==> src/rtl/lap_timer_core.sv <==
// Stopwatch core: BCD mm:ss:cc timer with run/pause FSM, up/down counting,
// synchronised push-button inputs and a lap-capture FIFO.
module lap_timer_core #(
  parameter int CLK_FREQ  = 1000000,
  parameter int TICK_FREQ = 100,
  parameter int LAP_DEPTH = 4,
  parameter int WRAP      = 1
) (
  input  logic                         clk,
  input  logic                         res,
  input  logic                         start_stop,
  input  logic                         lap,
  input  logic                         clear,
  input  logic                         mode_down,
  input  logic                         load_en,
  input  logic [23:0]                  load_time,
  output logic [23:0]                  time_bcd,
  output logic                         running,
  output logic                         tick,
  output logic                         done,
  output logic [23:0]                  lap_data,
  output logic                         lap_valid,
  input  logic                         lap_ready,
  output logic [$clog2(LAP_DEPTH):0]   lap_count,
  output logic                         lap_overflow
);

  localparam int DIV = CLK_FREQ / TICK_FREQ;
  localparam int DW  = $clog2(DIV);
  localparam int AW  = $clog2(LAP_DEPTH);
  localparam int CW  = AW + 1;
  localparam logic [DW-1:0] DIV_LAST = DW'(DIV - 1);
  localparam logic [CW-1:0] DEPTH_C  = CW'(LAP_DEPTH);
  localparam logic [23:0]   T_MAX    = 24'h595999;

  localparam logic [1:0] S_IDLE  = 2'd0;
  localparam logic [1:0] S_RUN   = 2'd1;
  localparam logic [1:0] S_PAUSE = 2'd2;

  // Tens-of-seconds and tens-of-minutes digits stop at 5, all others at 9.
  function automatic logic [3:0] f_lim(input int i);
    return (i == 3 || i == 5) ? 4'd5 : 4'd9;
  endfunction

  function automatic logic f_valid(input logic [23:0] t);
    logic ok;
    ok = 1'b1;
    for (int i = 0; i < 6; i++)
      if (t[i*4 +: 4] > f_lim(i)) ok = 1'b0;
    return ok;
  endfunction

  function automatic logic [23:0] f_inc(input logic [23:0] t);
    logic [23:0] r;
    logic        c;
    r = t;
    c = 1'b1;
    for (int i = 0; i < 6; i++) begin
      if (c) begin
        if (r[i*4 +: 4] == f_lim(i)) begin
          r[i*4 +: 4] = 4'd0;
        end else begin
          r[i*4 +: 4] = r[i*4 +: 4] + 4'd1;
          c = 1'b0;
        end
      end
    end
    return r;
  endfunction

  function automatic logic [23:0] f_dec(input logic [23:0] t);
    logic [23:0] r;
    logic        b;
    r = t;
    b = 1'b1;
    for (int i = 0; i < 6; i++) begin
      if (b) begin
        if (r[i*4 +: 4] == 4'd0) begin
          r[i*4 +: 4] = f_lim(i);
        end else begin
          r[i*4 +: 4] = r[i*4 +: 4] - 4'd1;
          b = 1'b0;
        end
      end
    end
    return r;
  endfunction

  logic [2:0]          r_sync1, r_sync2, r_sdly, r_pulse;
  logic [1:0]          r_state;
  logic [23:0]         r_time;
  logic [DW-1:0]       r_div;
  logic                r_done;
  logic                r_down;
  logic [23:0]         r_mem [LAP_DEPTH];
  logic [AW-1:0]       r_wp, r_rp;
  logic [CW-1:0]       r_cnt;
  logic                r_ovf;

  logic                w_st, w_lp, w_cl;
  logic                w_tick, w_term, w_stop, w_load_ok, w_start_blk;
  logic [23:0]         w_next_t;
  logic                w_full, w_pop, w_push, w_drop, w_fclr;

  // Button inputs: {clear, lap, start_stop} -> 2-FF sync -> registered rising-edge pulse
  always_ff @(posedge clk) begin
    if (res) begin
      r_sync1 <= '0;
      r_sync2 <= '0;
      r_sdly  <= '0;
      r_pulse <= '0;
    end else begin
      r_sync1 <= {clear, lap, start_stop};
      r_sync2 <= r_sync1;
      r_sdly  <= r_sync2;
      r_pulse <= r_sync2 & ~r_sdly;
    end
  end

  assign w_st = r_pulse[0];
  assign w_lp = r_pulse[1];
  assign w_cl = r_pulse[2];

  assign w_tick      = (r_state == S_RUN) && (r_div == DIV_LAST);
  assign w_next_t    = r_down ? f_dec(r_time)
                     : ((r_time == T_MAX && WRAP == 0) ? r_time : f_inc(r_time));
  assign w_term      = w_tick && (r_down ? (w_next_t == 24'h0) : (r_time == T_MAX));
  assign w_stop      = w_term && (r_down || WRAP == 0);
  assign w_load_ok   = load_en && (r_state != S_RUN) && f_valid(load_time);
  assign w_start_blk = mode_down && (r_time == 24'h0);

  // Run/pause FSM, tick divider and time register
  always_ff @(posedge clk) begin
    if (res) begin
      r_state <= S_IDLE;
      r_time  <= '0;
      r_div   <= '0;
      r_done  <= 1'b0;
      r_down  <= 1'b0;
    end else begin
      r_done <= w_term;
      if (r_state != S_RUN) r_down <= mode_down;
      case (r_state)
        S_RUN: begin
          if (w_tick) begin
            r_div  <= '0;
            r_time <= w_next_t;
          end else begin
            r_div <= r_div + DW'(1);
          end
          if (w_stop || w_st) r_state <= S_PAUSE;
        end
        S_IDLE, S_PAUSE: begin
          if (w_cl) begin
            r_state <= S_IDLE;
            r_time  <= '0;
            r_div   <= '0;
          end else if (w_load_ok) begin
            r_state <= S_PAUSE;
            r_time  <= load_time;
            r_div   <= '0;
          end else if (w_st && !w_start_blk) begin
            r_state <= S_RUN;
          end
        end
        default: begin
          r_state <= S_IDLE;
          r_time  <= '0;
          r_div   <= '0;
        end
      endcase
    end
  end

  assign w_full = (r_cnt == DEPTH_C);
  assign w_pop  = (r_cnt != '0) && lap_ready;
  assign w_push = (r_state == S_RUN) && w_lp && (!w_full || w_pop);
  assign w_drop = (r_state == S_RUN) && w_lp && w_full && !w_pop;
  assign w_fclr = w_cl && (r_state != S_RUN);

  // Lap FIFO control; a full FIFO accepts a push only alongside a pop
  always_ff @(posedge clk) begin
    if (res || w_fclr) begin
      r_wp  <= '0;
      r_rp  <= '0;
      r_cnt <= '0;
      r_ovf <= 1'b0;
    end else begin
      if (w_push) r_wp <= r_wp + AW'(1);
      if (w_pop)  r_rp <= r_rp + AW'(1);
      case ({w_push, w_pop})
        2'b10:   r_cnt <= r_cnt + CW'(1);
        2'b01:   r_cnt <= r_cnt - CW'(1);
        default: r_cnt <= r_cnt;
      endcase
      if (w_drop) r_ovf <= 1'b1;
    end
  end

  always_ff @(posedge clk) begin
    if (w_push) r_mem[r_wp] <= r_time;
  end

  assign time_bcd     = r_time;
  assign running      = (r_state == S_RUN);
  assign tick         = w_tick;
  assign done         = r_done;
  assign lap_valid    = (r_cnt != '0);
  assign lap_data     = lap_valid ? r_mem[r_rp] : 24'h0;
  assign lap_count    = r_cnt;
  assign lap_overflow = r_ovf;

endmodule
==> config.mk <==
export PLATFORM = sky130hd
export DESIGN_NAME = lap_timer_core
export DESIGN_NICKNAME = d
export VERILOG_FILES = /design/src/rtl/lap_timer_core.sv
export SDC_FILE = /design/constraint.sdc
export NUM_CORES = 1
export LEC_CHECK = 0
export CORE_UTILIZATION = 50
export CTS_CLUSTER_DIAMETER = 30
export DETAILED_ROUTE_END_ITERATION = 8
export PLACE_DENSITY = 0.72
export SKIP_CTS_REPAIR_TIMING = 1
export SYNTH_ARGS = -nofsm -noshare
export SYNTH_HDL_FRONTEND = slang
export SYNTH_SLANG_ARGS = --single-unit
export TNS_END_PERCENT = 5
==> constraint.sdc <==
create_clock -name clk -period 5.95 [get_ports clk]
set_input_delay 0.595 -clock clk [delete_from_list [all_inputs] [get_ports clk]]
set_output_delay 0.595 -clock clk [all_outputs]
set_load 0.005 [all_outputs]
# Word-level counts from Yosys, hierarchy flattened
# Memories as Yosys holds them, arrays and structs flattened. A register that Yosys moved wholly into a read port is not among the register bits.
# Index checks and enable logic that the tools add are counted.
op_classes:
  add_sub_neg: 17
  order_cmp: 6
  n_eq_ne: 18
  n_mux: 67
  n_bitwise: 2
  n_reduce_logical: 33
op_table:
  columns: ["op", "n"]
  rows:
  - ["24-bit two-way mux", 5]
  - ["4-bit two-way mux", 22]
  - ["24-bit logical NOT", 2]
  - ["24-bit one-hot mux with 2 select lines", 1]
  - ["14-bit two-way mux", 3]
  - ["14-bit one-hot mux with 2 select lines", 1]
  - ["1-bit two-way mux", 27]
  - ["4-bit by 1-bit adder with 4-bit output, second input constant", 6]
  - ["24-bit by 23-bit == test with 1-bit output, second input constant", 1]
  - ["4-bit logical NOT", 6]
  - ["4-bit by 1-bit subtractor with 4-bit output, second input constant", 6]
  - ["4-bit == test, second input constant", 4]
  - ["4-bit greater-than comparator, second input constant", 4]
  - ["14-bit by 1-bit adder with 14-bit output, second input constant", 1]
  - ["14-bit == test, second input constant", 1]
  - ["1-bit logical AND", 13]
  - ["2-bit two-way mux", 6]
  - ["4-bit by 3-bit == test with 1-bit output, second input constant", 2]
  - ["4-bit by 3-bit greater-than comparator with 1-bit output, second input constant", 2]
  - ["2-bit by 1-bit inequality test with 1-bit output, second input constant", 3]
  - ["3-bit one-hot mux with 2 select lines", 1]
  - ["2-bit by 1-bit adder with 2-bit output, second input constant", 2]
  - ["2-bit by 1-bit == test with 1-bit output, second input constant", 2]
  - ["2-bit == test, second input constant", 2]
  - ["15 further kinds", 20]
word_totals:
  ff_bits: 62
  mem_bits_rw: 96
  inputBits: 32
  out_inout_bits: 56
  elab_cells: 157
  n_memories: 1
memory_table:
  columns: ["memory", "depth", "word_bits", "rd", "rd_ports_with_merged_regs", "wr", "line", "source"]
  rows:
  - ["r_mem", 4, 24, 1, 1, 1, "95", "logic [23:0] r_mem [LAP_DEPTH];"]

# Longest topological paths before layout
# Gate-level depths: netlist of run 1.
depth:
  depth_word: 15
  mapped_depth: 11
  mapped_depth_nobuf: 9

# Worst setup path before layout of run 1
# OpenSTA, ideal clock, no wires.
synth_timing:
  path_type: "reg2reg"
  startpoint: "reg r_time[2], in the netlist time_bcd[2]"
  endpoint: "reg r_done, in the netlist done"
  setup_ns: 0.103
  t_arrival_ns: 2.818
  required_ns: 5.847
  path_slack_ns: 3.028
  stages_incl_launch_ff: 9
  path_buffers: 0
  synth_period_minus_slack_ns: 2.922
  path_cell_list: "dfxtp_1 -> or4b_4 -> or4_4 -> or3_4 -> a311oi_1 -> a21oi_1 -> nor4b_2 -> nand4_1 -> a2111oi_2"
synth_between:
  elab_chain_cells: 11
  word_cells_on_any_way: 31
synth_rtl:
  columns: ["item", "line", "source"]
  rows:
  - ["from (decl)", "91", "logic [23:0] r_time;"]
  - ["from (signal assigned)", "147", "r_time <= w_next_t;"]
  - ["from (signal assigned)", "160", "r_time <= load_time;"]
  - ["4-bit == test / 4-bit logical NOT (equally long branches)", "60, 78", null]
  - ["1-bit two-way mux, on equally long branches", "60, 78", null]
  - ["1-bit two-way mux, on equally long branches (4 in series)", "59, 77", null]
  - ["4-bit two-way mux, on equally long branches", "59, 77", null]
  - ["24-bit two-way mux", "125", "assign w_next_t = r_down ? f_dec(r_time)"]
  - ["24-bit logical NOT", "127", "assign w_term = w_tick && (r_down ? (w_next_t == 24'h0) : (r_time == T_MAX));"]
  - ["1-bit two-way mux *", "127", null]
  - ["1-bit logical AND *", "127", null]
  - ["to (signal assigned)", "141", "r_done <= w_term;"]
  - ["to (decl)", "93", "logic r_done;"]
# Mark *: on every way between the ends. The rest lies on a longest branch, timed or not.
# A chain may end at the register's enable or synchronous reset.

# Worst setup path after layout of run 1
layout_timing:
  startpoint: "reg r_down"
  endpoint: "reg r_state[0]"
layout_between:
  elab_chain_cells: 8
layout_rtl:
  columns: ["item", "line", "source"]
  rows:
  - ["from (decl)", "94", "logic r_down;"]
  - ["from (signal assigned)", "142", "if (r_state != S_RUN) r_down <= mode_down;"]
  - ["24-bit two-way mux", "125", null]
  - ["24-bit logical NOT", "127", null]
  - ["1-bit two-way mux", "127", null]
  - ["1-bit logical AND", "127", null]
  - ["1-bit logical AND *", "128", "assign w_stop = w_term && (r_down || WRAP == 0);"]
  - ["1-bit logical OR *", "151", "if (w_stop || w_st) r_state <= S_PAUSE;"]
  - ["2-bit by 1-bit inequality test with 1-bit output (no line) *", null, null]
  - ["2-bit AND reduction (no line) *", null, null]
  - ["to (signal assigned)", "135", "r_state <= S_IDLE;"]
  - ["to (signal assigned)", "151", null]
  - ["to (signal assigned)", "155", "r_state <= S_IDLE;"]
  - ["to (decl)", "90", "logic [1:0] r_state;"]
# Marks and branches as above.

==> metrics.md, run 1 <==
| Metric | Value |
|---|---|
| Layout area overhead | `20.4%` |
| Filler-free cell count of the finished design | `between 1000 and 1500` |
| Number of clock sinks seen by CTS | `160` |
| Worst Setup Start Kind | `flip-flop` |
| Die height | `approximately 130 um` |
| Detailed placement HPWL | `13000 um` |
| Crit path DAT | `between 4000 and 5000 ps` |
| Async set-reset flop share out of synthesis | `0%` |
| Number of nets in the final layout | `around 840` |
| Portion of total power attributed to the clock network | `32.9%` |
| Initial antenna violation count | `0` |
| Setup violators final | `0` |
| Tightest Hold Check Type | `reg2reg` |
| Post-synthesis area per instance | `10.8 um2` |
| Die width | `128 um` |
| Detailed-route wire length per cell | `19.3 um` |
| Root Buffer | `clkbuf_16` |
| Routed via count | `approximately 6300` |
| Run status | `completed` |
| Vias/cell | `about 6.1` |
| Cell variety after synth | `71` |
| Power dissipated by switching net loads | `879 uW` |
| CORE AREA | `between 15000 and 20000 um2` |
| Setup repair after global routing missed its margin | `false` |
| Worst clock skew on the final layout | `approximately 25 ps` |
| WP data required | `6230 ps` |
| Latest clock arrival within the worst-skew pair | `around 430 ps` |
| Post-Place Setup Slack | `2250 ps` |
| Max Cap Violations | `0` |
| Fraction of final layout cells with drive strength greater than 1 | `9.78%` |
| Final Critical Period | `about 3800 ps` |
| Number of global-route vias before repair | `between 5000 and 6000` |
| Detail Route Antenna Nets | `0` |
| Final Hold Vio Count | `0` |
| Count of flip-flops with a built-in enable after synthesis | `96` |
| Static leakage power | `between 0.003 and 0.004 uW` |
| Reg power frac | `around 40%` |
| Sequential element share of the synthesized area | `a little over half` |
| Synthesis warning total | `0` |
| Clock buffer count from CTS | `17` |
| Overall fraction of global-route tracks in use | `between 20% and 30%` |
| Max transition margin | `~29%` |
| Ys flop type | `edfxtp_1` |
| Final cycle utilization of the critical path | `about 64%` |
| Number of placed instances with taps included | `997` |
| Highest attainable clock frequency | `around 260 MHz` |
| Htree depth | `4` |
| Biggest fanout along the worst timing path | `26` |
| Syn nets | `775` |
| First DRT Iteration DRCs | `between 600 and 700` |
| Clock-pin slew reported for the worst setup and hold paths after clock tree synthesis | `about 60 ps` |
| Diode count | `0` |
| Leading cell type in the layout, fill and taps excluded | `edfxtp_1` |
| Cell Int Power | `~2300 uW` |
| Yosys reg bits | `160` |
| Number of instances in the synthesized netlist | `737` |
| Category of the worst setup path capture point | `flip-flop` |
| Power per cell area | `333 nW/um2` |
| Combinational power share | `a little over a quarter` |
| First-pass iteration count of the detailed router | `5` |
| Path type of the worst setup path | `reg2reg` |
| Total I/O pin count | `88` |
| Routability congestion estimate from global placement | `0.922` |
| Switching part of the total power | `between 20% and 30%` |
| Die ar. | `about 16000 um2` |
| Starting density of the core | `roughly half` |
| Clock tree buffer depth | `2` |
| Post-Synthesis Cell Area | `7940 um2` |
| Total congestion overflow after global routing | `0` |
| Port-buffer cells | `87` |
| Routed wire length | `between 15000 and 20000 um` |
| Worst supply voltage drop on vdd | `between 0.00015 and 0.0002 V` |
| CTS tree | `yes` |
| Number of core rows | `45` |
| Wire length of the first global-routing pass | `roughly 32000 um` |
| Slew @ Worst Pin | `1070 ps` |
| Max-slew violation total from the final report | `0` |
| Fillcell total | `between 1000 and 1500` |
| Pin count of the biggest net entering global routing | `44` |
| DRC violation count after routing | `0` |
| Post-route worst setup slack | `around 2100 ps` |
| Most frequent cells in the layout | `96 x edfxtp_1, 87 x clkdlybuf4s50_1, 81 x nor2_1` |
| Post-route setup TNS | `0 ps` |
[kinds of logic (layout without fill, tap and decap cells)]
kind of cell             after synthesis  count (layout)  share of synthesized area, %
AND/OR/NAND/NOR                      313             313                          21.4
flip-flops                           160             160                          52.4
AO/OA/AOI/OAI                        136             136                          11.8
buffers and inverters                 70             151                          3.31
multiplexers                          29              29                          7.44
XOR/XNOR                              23              23                          2.54
adder cells (fa/ha/maj)                6               6                          1.04
[final cells by class]
type | count | area [um2] | share of cell area (%)
flip-flops and latches | 160 | 4160 | 43.6
clock inverters | 13 | 138 | 1.44
well taps | 211 | 264 | 2.76
multi-input cells | 507 | 3520 | 36.8
inverters | 18 | 67.6 | 0.707
clock buffers | 19 | 433 | 4.53
repair buffers | 101 | 976 | 10.2
[power groups by stage]
stage | sequential [uW] | clock, uW | combinational [uW]
3_3_place_gp | 1300 | 0 | 848
4_1_cts | 1280 | 1070 | 867
5_1_grt | 1290 | 1120 | 936
2_1_floorplan | 1270 | 0 | 495
6_report | 1280 | 1050 | 853
3_5_place_dp | 1310 | 0 | 865
[through the flow]
step | utilization [%] | cell area [um2] | power [uW] | hold WS, ps
CTS | 62.2 | 9560 | 3220 | 386
global route | 62.2 | 9560 | 3340 | 414
floorplan | - | 7940 | 1760 | 367
global placement | 58.5 | 8990 | 2150 | 373
finish | 62.2 | 9560 | 3190 | 384
detailed placement | 58.5 | 8990 | 2170 | 378
[cells in the mapped netlist (3+ instances only)]
cell | number | area share, %
nor2_1 | 81 | 3.8
nor4_1 | 14 | 1.1
clkbuf_1 | 42 | 2.0
nand4b_1 | 4 | 0.44
or2_2 | 3 | 0.24
nor2b_1 | 20 | 1.6
edfxtp_1 | 96 | 36
xor2_1 | 14 | 1.5
ha_1 | 5 | 0.79
a221oi_1 | 10 | 1.1
a22oi_1 | 6 | 0.57
nor4b_1 | 9 | 0.99
a21o_1 | 4 | 0.38
mux4_2 | 24 | 6.8
nand2b_1 | 8 | 0.63
nor3_1 | 19 | 1.2
dfxtp_1 | 64 | 16
and3_1 | 6 | 0.47
nand3_1 | 22 | 1.4
o211ai_1 | 5 | 0.47
and2_1 | 30 | 2.4
or3_1 | 8 | 0.63
a211oi_1 | 12 | 1.1
o311ai_0 | 4 | 0.44
a311oi_1 | 5 | 0.55
xnor2_1 | 9 | 0.99
buf_1 | 10 | 0.47
nand2_1 | 49 | 2.3
mux2i_1 | 5 | 0.63
inv_1 | 18 | 0.85
nand4_1 | 13 | 1.0
and4_1 | 3 | 0.33
a31oi_1 | 6 | 0.47
a21oi_1 | 28 | 1.8
or4_1 | 5 | 0.47
a41oi_1 | 4 | 0.44
nand3b_1 | 3 | 0.28
o21ai_0 | 27 | 1.7
[routing by layer]
| layer | up-vias | GRT usage [%] | routed length [um] |
|---|---|---|---|
| li1 | 2919 | - | - |
| met1 | 3060 | 34.0 | 8840 |
| met2 | 253 | 41.7 | 9600 |
| met5 | - | 0 | 0 |
| met3 | 29 | 4.63 | 1060 |
| met4 | 0 | 9.48 | 346 |
[critical path, cell delays in order, from the launching register on]
cell and delay (ps):
dfxtp_1 730, buf_4 380, nor4b_1 650, o2bb2a_1 290, o21ai_0 270, or4bb_1 430
or4_1 410, nor4_1 340, a41oi_1 160
[registers in the layout (all words and copies together) (netlist names), 2 cells and up, named ones only]
name / flops
lap_count: 3
r_div: 14
r_mem: 96
r_pulse: 3
r_rp: 2
r_sdly: 3
r_state: 2
r_sync1: 3
r_sync2: 3
r_wp: 2
time_bcd: 24
[worst paths after layout]
kind / from / end / slack [ps] / cells past startpoint
setup / recovery: r_down / r_state[0] / 2140 / 8
hold / removal: r_sdly[1] / r_pulse[1] / 380 / 1
setup reg to reg: r_down / r_state[0] / 2140 / 8
hold reg to reg: r_sdly[1] / r_pulse[1] / 380 / 1
(Power assumes the default switching activity.)
==> run 2, diff against run 1 <==
==> constraint.sdc (replaced) <==
create_clock -name clk -period 3.8 [get_ports clk]
set_input_delay 0.38 -clock clk [delete_from_list [all_inputs] [get_ports clk]]
set_output_delay 0.38 -clock clk [all_outputs]
set_load 0.005 [all_outputs]
==> metrics.md, run 2 (synthesis results as in run 1) <==
| Metric | Value |
|---|---|
| Max Cap Violations | `0 (unchanged)` |
| Setup repair after global routing missed its margin | `false` |
| Overall fraction of global-route tracks in use | `26.6% (+1.1 points)` |
| Fillcell total | `1240 (+0.40%)` |
| First DRT Iteration DRCs | `473 (-26%)` |
| Biggest fanout along the worst timing path | `21 (-19%)` |
| Cell Int Power | `3640 uW (+58%)` |
| Combinational power share | `27.5% (+0.7 points)` |
| Clock tree buffer depth | `2 (unchanged)` |
| CTS tree | `yes` |
| Setup violators final | `0 (unchanged)` |
| Port-buffer cells | `87 (unchanged)` |
| Starting density of the core | `51.7% (unchanged)` |
| Final Hold Vio Count | `0 (unchanged)` |
| Wire length of the first global-routing pass | `33000 um (+4.0%)` |
| Number of placed instances with taps included | `1017 (+2.0%)` |
| Die width | `128 um (unchanged)` |
| Number of nets in the final layout | `863 (+2.4%)` |
| Highest attainable clock frequency | `294 MHz (+12%)` |
| Htree depth | `4 (unchanged)` |
| Crit path DAT | `3660 ps (-430 ps)` |
| Static leakage power | `0.00328 uW (+3.9%)` |
| Final Critical Period | `3400 ps (-408 ps)` |
| Routed via count | `6268 (+0.11%)` |
| Total I/O pin count | `88 (unchanged)` |
| Leading cell type in the layout, fill and taps excluded | `edfxtp_1` |
| Tightest Hold Check Type | `reg2reg` |
| Max-slew violation total from the final report | `0 (unchanged)` |
| Switching part of the total power | `27.9% (+0.27 points)` |
| Layout Cell Area excl Fill | `9720 um2 (+1.7%)` |
| Final cycle utilization of the critical path | `89.5% (+25 points)` |
| Most frequent cells in the layout | `96 x edfxtp_1, 87 x clkdlybuf4s50_1, 81 x nor2_1` |
| Path type of the worst setup path | `reg2reg` |
| Post-route setup TNS | `0 ps (unchanged)` |
| Number of cells on the worst reg-to-reg path | `8 (unchanged)` |
| Total congestion overflow after global routing | `0 (unchanged)` |
| DRC violation count after routing | `0 (unchanged)` |
| Initial antenna violation count | `0 (unchanged)` |
| Detailed placement HPWL | `14200 um (+8.6%)` |
| Latest clock arrival within the worst-skew pair | `420 ps (about the same)` |
| Die height | `128 um (unchanged)` |
| CORE AREA | `15400 um2 (unchanged)` |
| Layout area overhead | `22.5%` |
| First-pass iteration count of the detailed router | `5 (unchanged)` |
| Power dissipated by switching net loads | `1400 uW (+60%)` |
| Area used by sequential logic in the layout | `4160 um2 (unchanged)` |
| Clock-pin slew reported for the worst setup and hold paths after clock tree synthesis | `70 ps (about the same)` |
| Final core utilization | `63.3% (+1.1 points)` |
| Slew @ Worst Pin | `916 ps (-155 ps)` |
| Area used by multi-input combinational logic | `3520 um2 (unchanged)` |
| Largest register by flop count | `r_mem` |
| Category of the worst setup path capture point | `flip-flop` |
| Vias/cell | `5.98 (-1.8%)` |
| Filler-free cell count of the finished design | `1049 (+1.9%)` |
| Total Power | `5040 uW (+58%)` |
| Portion of total power attributed to the clock network | `33.2% (+0.3 points)` |
| Routed wire length | `20400 um (+2.9%)` |
| Worst Setup Start Kind | `flip-flop` |
| Worst clock skew on the final layout | `10.5 ps (-14.8 ps)` |
| Routability congestion estimate from global placement | `0.941 (+2.1%)` |
| Number of global-route vias before repair | `6119 (+3.0%)` |
| Flip-flop count of the largest register, all copies and words added | `96 (unchanged)` |
| Detail Route Antenna Nets | `0 (unchanged)` |
| Detailed-route wire length per cell | `19.5 um (+0.94%)` |
| WP data required | `4060 ps (-2170 ps)` |
| Pin count of the biggest net entering global routing | `31 (-30%)` |
| Run status | `completed` |
| Fraction of final layout cells with drive strength greater than 1 | `12.2% (+2.4 points)` |
| Reg power frac | `39.2% (-1.1 points)` |
| Die ar. | `16400 um2 (unchanged)` |
| Placed inst area | `9140 um2 (+1.7%)` |
| Root Buffer | `clkbuf_16` |
| Number of clock sinks seen by CTS | `160 (unchanged)` |
| Power per cell area | `518 nW/um2 (+55%)` |
| Worst supply voltage drop on vdd | `0.000306 V (+60%)` |
| Clock buffer count from CTS | `17 (unchanged)` |
| Number of core rows | `45 (unchanged)` |
| Max transition margin | `38.1% (+9.5 points)` |
| Cell depth of the worst min-delay path | `1 (unchanged)` |
| Diode count | `0 (unchanged)` |
==> run 2: final timing paths <==
path                    start          to  slack, ps
hold / removal      r_sdly[1]  r_pulse[1]        390
setup / recovery  time_bcd[3]  r_state[0]        400
hold reg to reg     r_sdly[1]  r_pulse[1]        390
setup reg to reg  time_bcd[3]  r_state[0]        400
==> run 2: per-layer routing <==
layer  global-route usage (%)  wire [um]  vias to the layer above
li1                         -          -                     2957
met4                     9.27        414                        0
met3                     4.92       1250                       30
met2                     42.9       9820                      236
met1                     36.0       8930                     3045
met5                        0          0                        -
==> run 2: area by class of cell <==
cell class	count	area share, %
tap	211	2.71
clock inverter	15	1.65
inverter	18	0.695
timing repair buffer	121	11.6
multi-input combinational	507	36.2
clock buffer	17	4.37
sequential	160	42.8
==> run 2: power groups by stage <==
stage / combinational (uW) / clock (uW) / sequential, uW
after floorplan: 776 / 0 / 1980
after global placement: 1380 / 0 / 2010
after detailed placement: 1400 / 0 / 2010
after CTS: 1410 / 1710 / 1980
after global routing: 1520 / 1780 / 1990
final: 1390 / 1680 / 1980
==> run 2: stage by stage <==
stage	setup slack [ps]	hold slack (ps)
floorplan	878	367
global placement	521	373
detailed placement	443	381
CTS	424	390
global route	167	404
finish	400	386
==> run 2: critical path: stages (launching register included) <==
cell,delay (ps)
dfxtp_1,310
buf_4,200
nor4b_1,730
nand4_1,400
o22ai_1,360
mux2i_1,170
or4_1,530
nor4_1,370
a41oi_1,170
==> run 3, diff against run 2 <==
--- a/config.mk
+++ b/config.mk
@@ -8,7 +8,7 @@
 export CORE_UTILIZATION = 50
 export CTS_CLUSTER_DIAMETER = 30
 export DETAILED_ROUTE_END_ITERATION = 8
-export PLACE_DENSITY = 0.72
+export PLACE_DENSITY = 0.83
 export SKIP_CTS_REPAIR_TIMING = 1
 export SYNTH_ARGS = -nofsm -noshare
 export SYNTH_HDL_FRONTEND = slang
==> metrics.md, run 3 (synthesis results as in run 1) <==
| Metric | Value |
|---|---|
| Run status | `completed` |
| Area used by sequential logic in the layout | `4160 um2 (unchanged)` |
| Post-route setup TNS | `0 ps (unchanged)` |
| Htree depth | `4 (unchanged)` |
| First DRT Iteration DRCs | `534 (+13%)` |
| Detail Route Antenna Nets | `0 (unchanged)` |
| Die height | `128 um (unchanged)` |
| Flip-flop count of the largest register, all copies and words added | `96 (unchanged)` |
| Diode count | `0 (unchanged)` |
| Worst clock skew on the final layout | `6.72 ps (-3.74 ps)` |
| Total congestion overflow after global routing | `0 (unchanged)` |
| Pin count of the biggest net entering global routing | `39 (+26%)` |
| Routed wire length | `19800 um (-2.9%)` |
| Die ar. | `16400 um2 (unchanged)` |
| Max-slew violation total from the final report | `0 (unchanged)` |
| Reg power frac | `39.5% (+0.3 points)` |
| Power per cell area | `516 nW/um2 (-0.52%)` |
| Die width | `128 um (unchanged)` |
| Layout Cell Area excl Fill | `9690 um2 (-0.31%)` |
| Biggest fanout along the worst timing path | `10 (-52%)` |
| Number of core rows | `45 (unchanged)` |
| Peak per-stage delay on the critical path | `880 ps (+150 ps)` |
| Cell Int Power | `3540 uW (-2.7%)` |
| Final Critical Period | `3460 ps (+59.3 ps)` |
| Number of clock sinks seen by CTS | `160 (unchanged)` |
| Portion of total power attributed to the clock network | `33.0% (-0.2 points)` |
| Slew @ Worst Pin | `1090 ps (+178 ps)` |
| Wire length of the first global-routing pass | `32000 um (-2.8%)` |
| Routability congestion estimate from global placement | `0.948 (+0.73%)` |
| Initial antenna violation count | `0 (unchanged)` |
| Clock-pin slew reported for the worst setup and hold paths after clock tree synthesis | `70 ps (about the same)` |
| First-pass iteration count of the detailed router | `5 (unchanged)` |
| Worst supply voltage drop on vdd | `0.000297 V (-2.9%)` |
| Path type of the worst setup path | `reg2reg` |
| Highest attainable clock frequency | `289 MHz (-1.7%)` |
| WP data required | `4120 ps (+60 ps)` |
| Final Hold Vio Count | `0 (unchanged)` |
| Max Cap Violations | `0 (unchanged)` |
| Latest clock arrival within the worst-skew pair | `430 ps (about the same)` |
| Category of the worst setup path capture point | `flip-flop` |
| Tightest Hold Check Type | `reg2reg` |
| Routed via count | `6367 (+1.6%)` |
| Detailed placement HPWL | `13600 um (-3.9%)` |
| Area used by multi-input combinational logic | `3520 um2 (unchanged)` |
| Worst setup slack for register-to-register paths | `340 ps (-60 ps)` |
| Total buffers and inverters traversed by the critical path | `1 (unchanged)` |
| Number of nets in the final layout | `859 (-0.46%)` |
| Final cycle utilization of the critical path | `91.0% (+1.6 points)` |
| Worst Setup Start Kind | `flip-flop` |
| Clock tree buffer depth | `2 (unchanged)` |
| Setup repair after global routing missed its margin | `false` |
| Root Buffer | `clkbuf_16` |
| Switching part of the total power | `29.2% (+1.3 points)` |
| Detailed-route wire length per cell | `19.0 um (-2.6%)` |
| Layout area overhead | `22.1%` |
| Vias/cell | `6.09 (+2.0%)` |
| DRC violation count after routing | `0 (unchanged)` |
| Static leakage power | `0.00326 uW (-0.52%)` |
| Fillcell total | `1224 (-1.3%)` |
| Overall fraction of global-route tracks in use | `25.8% (-0.78 points)` |
| Fraction of final layout cells with drive strength greater than 1 | `11.9% (-0.30 points)` |
| Total I/O pin count | `88 (unchanged)` |
| Setup violators final | `0 (unchanged)` |
| Cell with the largest stage delay on the worst path | `nor4bb_1` |
| Final-layout worst hold slack | `385 ps (-0.964 ps)` |
| Power dissipated by switching net loads | `1460 uW (+4.0%)` |
| Cell breakdown of the critical path | `nor4bb_1 -> buf_4 -> nand3_1 -> nor3_1 -> a311oi_1 -> or4_1 -> nor4b_2 -> nand4_1 -> a2111oi_2` |
| CORE AREA | `15400 um2 (unchanged)` |
| Crit path DAT | `3780 ps (+120 ps)` |
| Largest register by flop count | `r_mem` |
| CTS tree | `yes` |
| Number of global-route vias before repair | `6046 (-1.2%)` |
| Leading cell type in the layout, fill and taps excluded | `edfxtp_1` |
| Final core utilization | `63.1% (-0.20 points)` |
| Combinational power share | `27.5% (about the same)` |
| Port-buffer cells | `87 (unchanged)` |
| Clock buffer count from CTS | `17 (unchanged)` |
| Most frequent cells in the layout | `96 x edfxtp_1, 87 x clkdlybuf4s50_1, 81 x nor2_1` |
| Max transition margin | `26.9% (-11 points)` |
| Placed inst area | `9110 um2 (-0.33%)` |
| Starting density of the core | `51.7% (unchanged)` |
| Kind of cell adding the most delay to the critical path | `simple AND/OR/NAND/NOR gates` |
run 3: per-stage QoR:
| step | std cells | worst slack [ps] | total power (uW) |
|---|---|---|---|
| 2_1_floorplan | 737 | 878 | 2760 |
| 3_3_place_gp | 1013 | 553 | 3380 |
| 5_1_grt | 1045 | 92.7 | 5240 |
| 6_report | 1045 | 340 | 5000 |
| 4_1_cts | 1045 | 423 | 5050 |
| 3_5_place_dp | 1013 | 429 | 3400 |
run 3: area by class of cell:
type | count | area share (%)
Sequential cell | 160 | 43.0
Multi-Input combinational cell | 507 | 36.3
Timing Repair Buffer | 117 | 11.3
Clock buffer | 17 | 4.39
Tap cell | 211 | 2.72
Clock inverter | 15 | 1.65
Inverter | 18 | 0.697
run 3: worst paths after layout:
path,endpoint,cells past startpoint,startpoint
max,done,9,time_bcd[0]
min,r_pulse[0],1,r_sdly[0]
max reg2reg,done,9,time_bcd[0]
min reg2reg,r_pulse[0],1,r_sdly[0]
run 3: per-layer routing:
metal	wire length (um)	part of all wire (%)	global-route usage, %
met1	8560	43	34.8
met2	9340	47	40.7
met3	1510	7.6	5.09
met4	408	2.1	11.0
met5	0	0	0
run 3: power groups by stage:
stage / registers, uW / logic, uW / clock network [uW]
3_3_place_gp: 2010 / 1370 / 0
3_5_place_dp: 2010 / 1390 / 0
5_1_grt: 1980 / 1510 / 1740
2_1_floorplan: 1980 / 776 / 0
6_report: 1970 / 1370 / 1650
4_1_cts: 1970 / 1390 / 1690
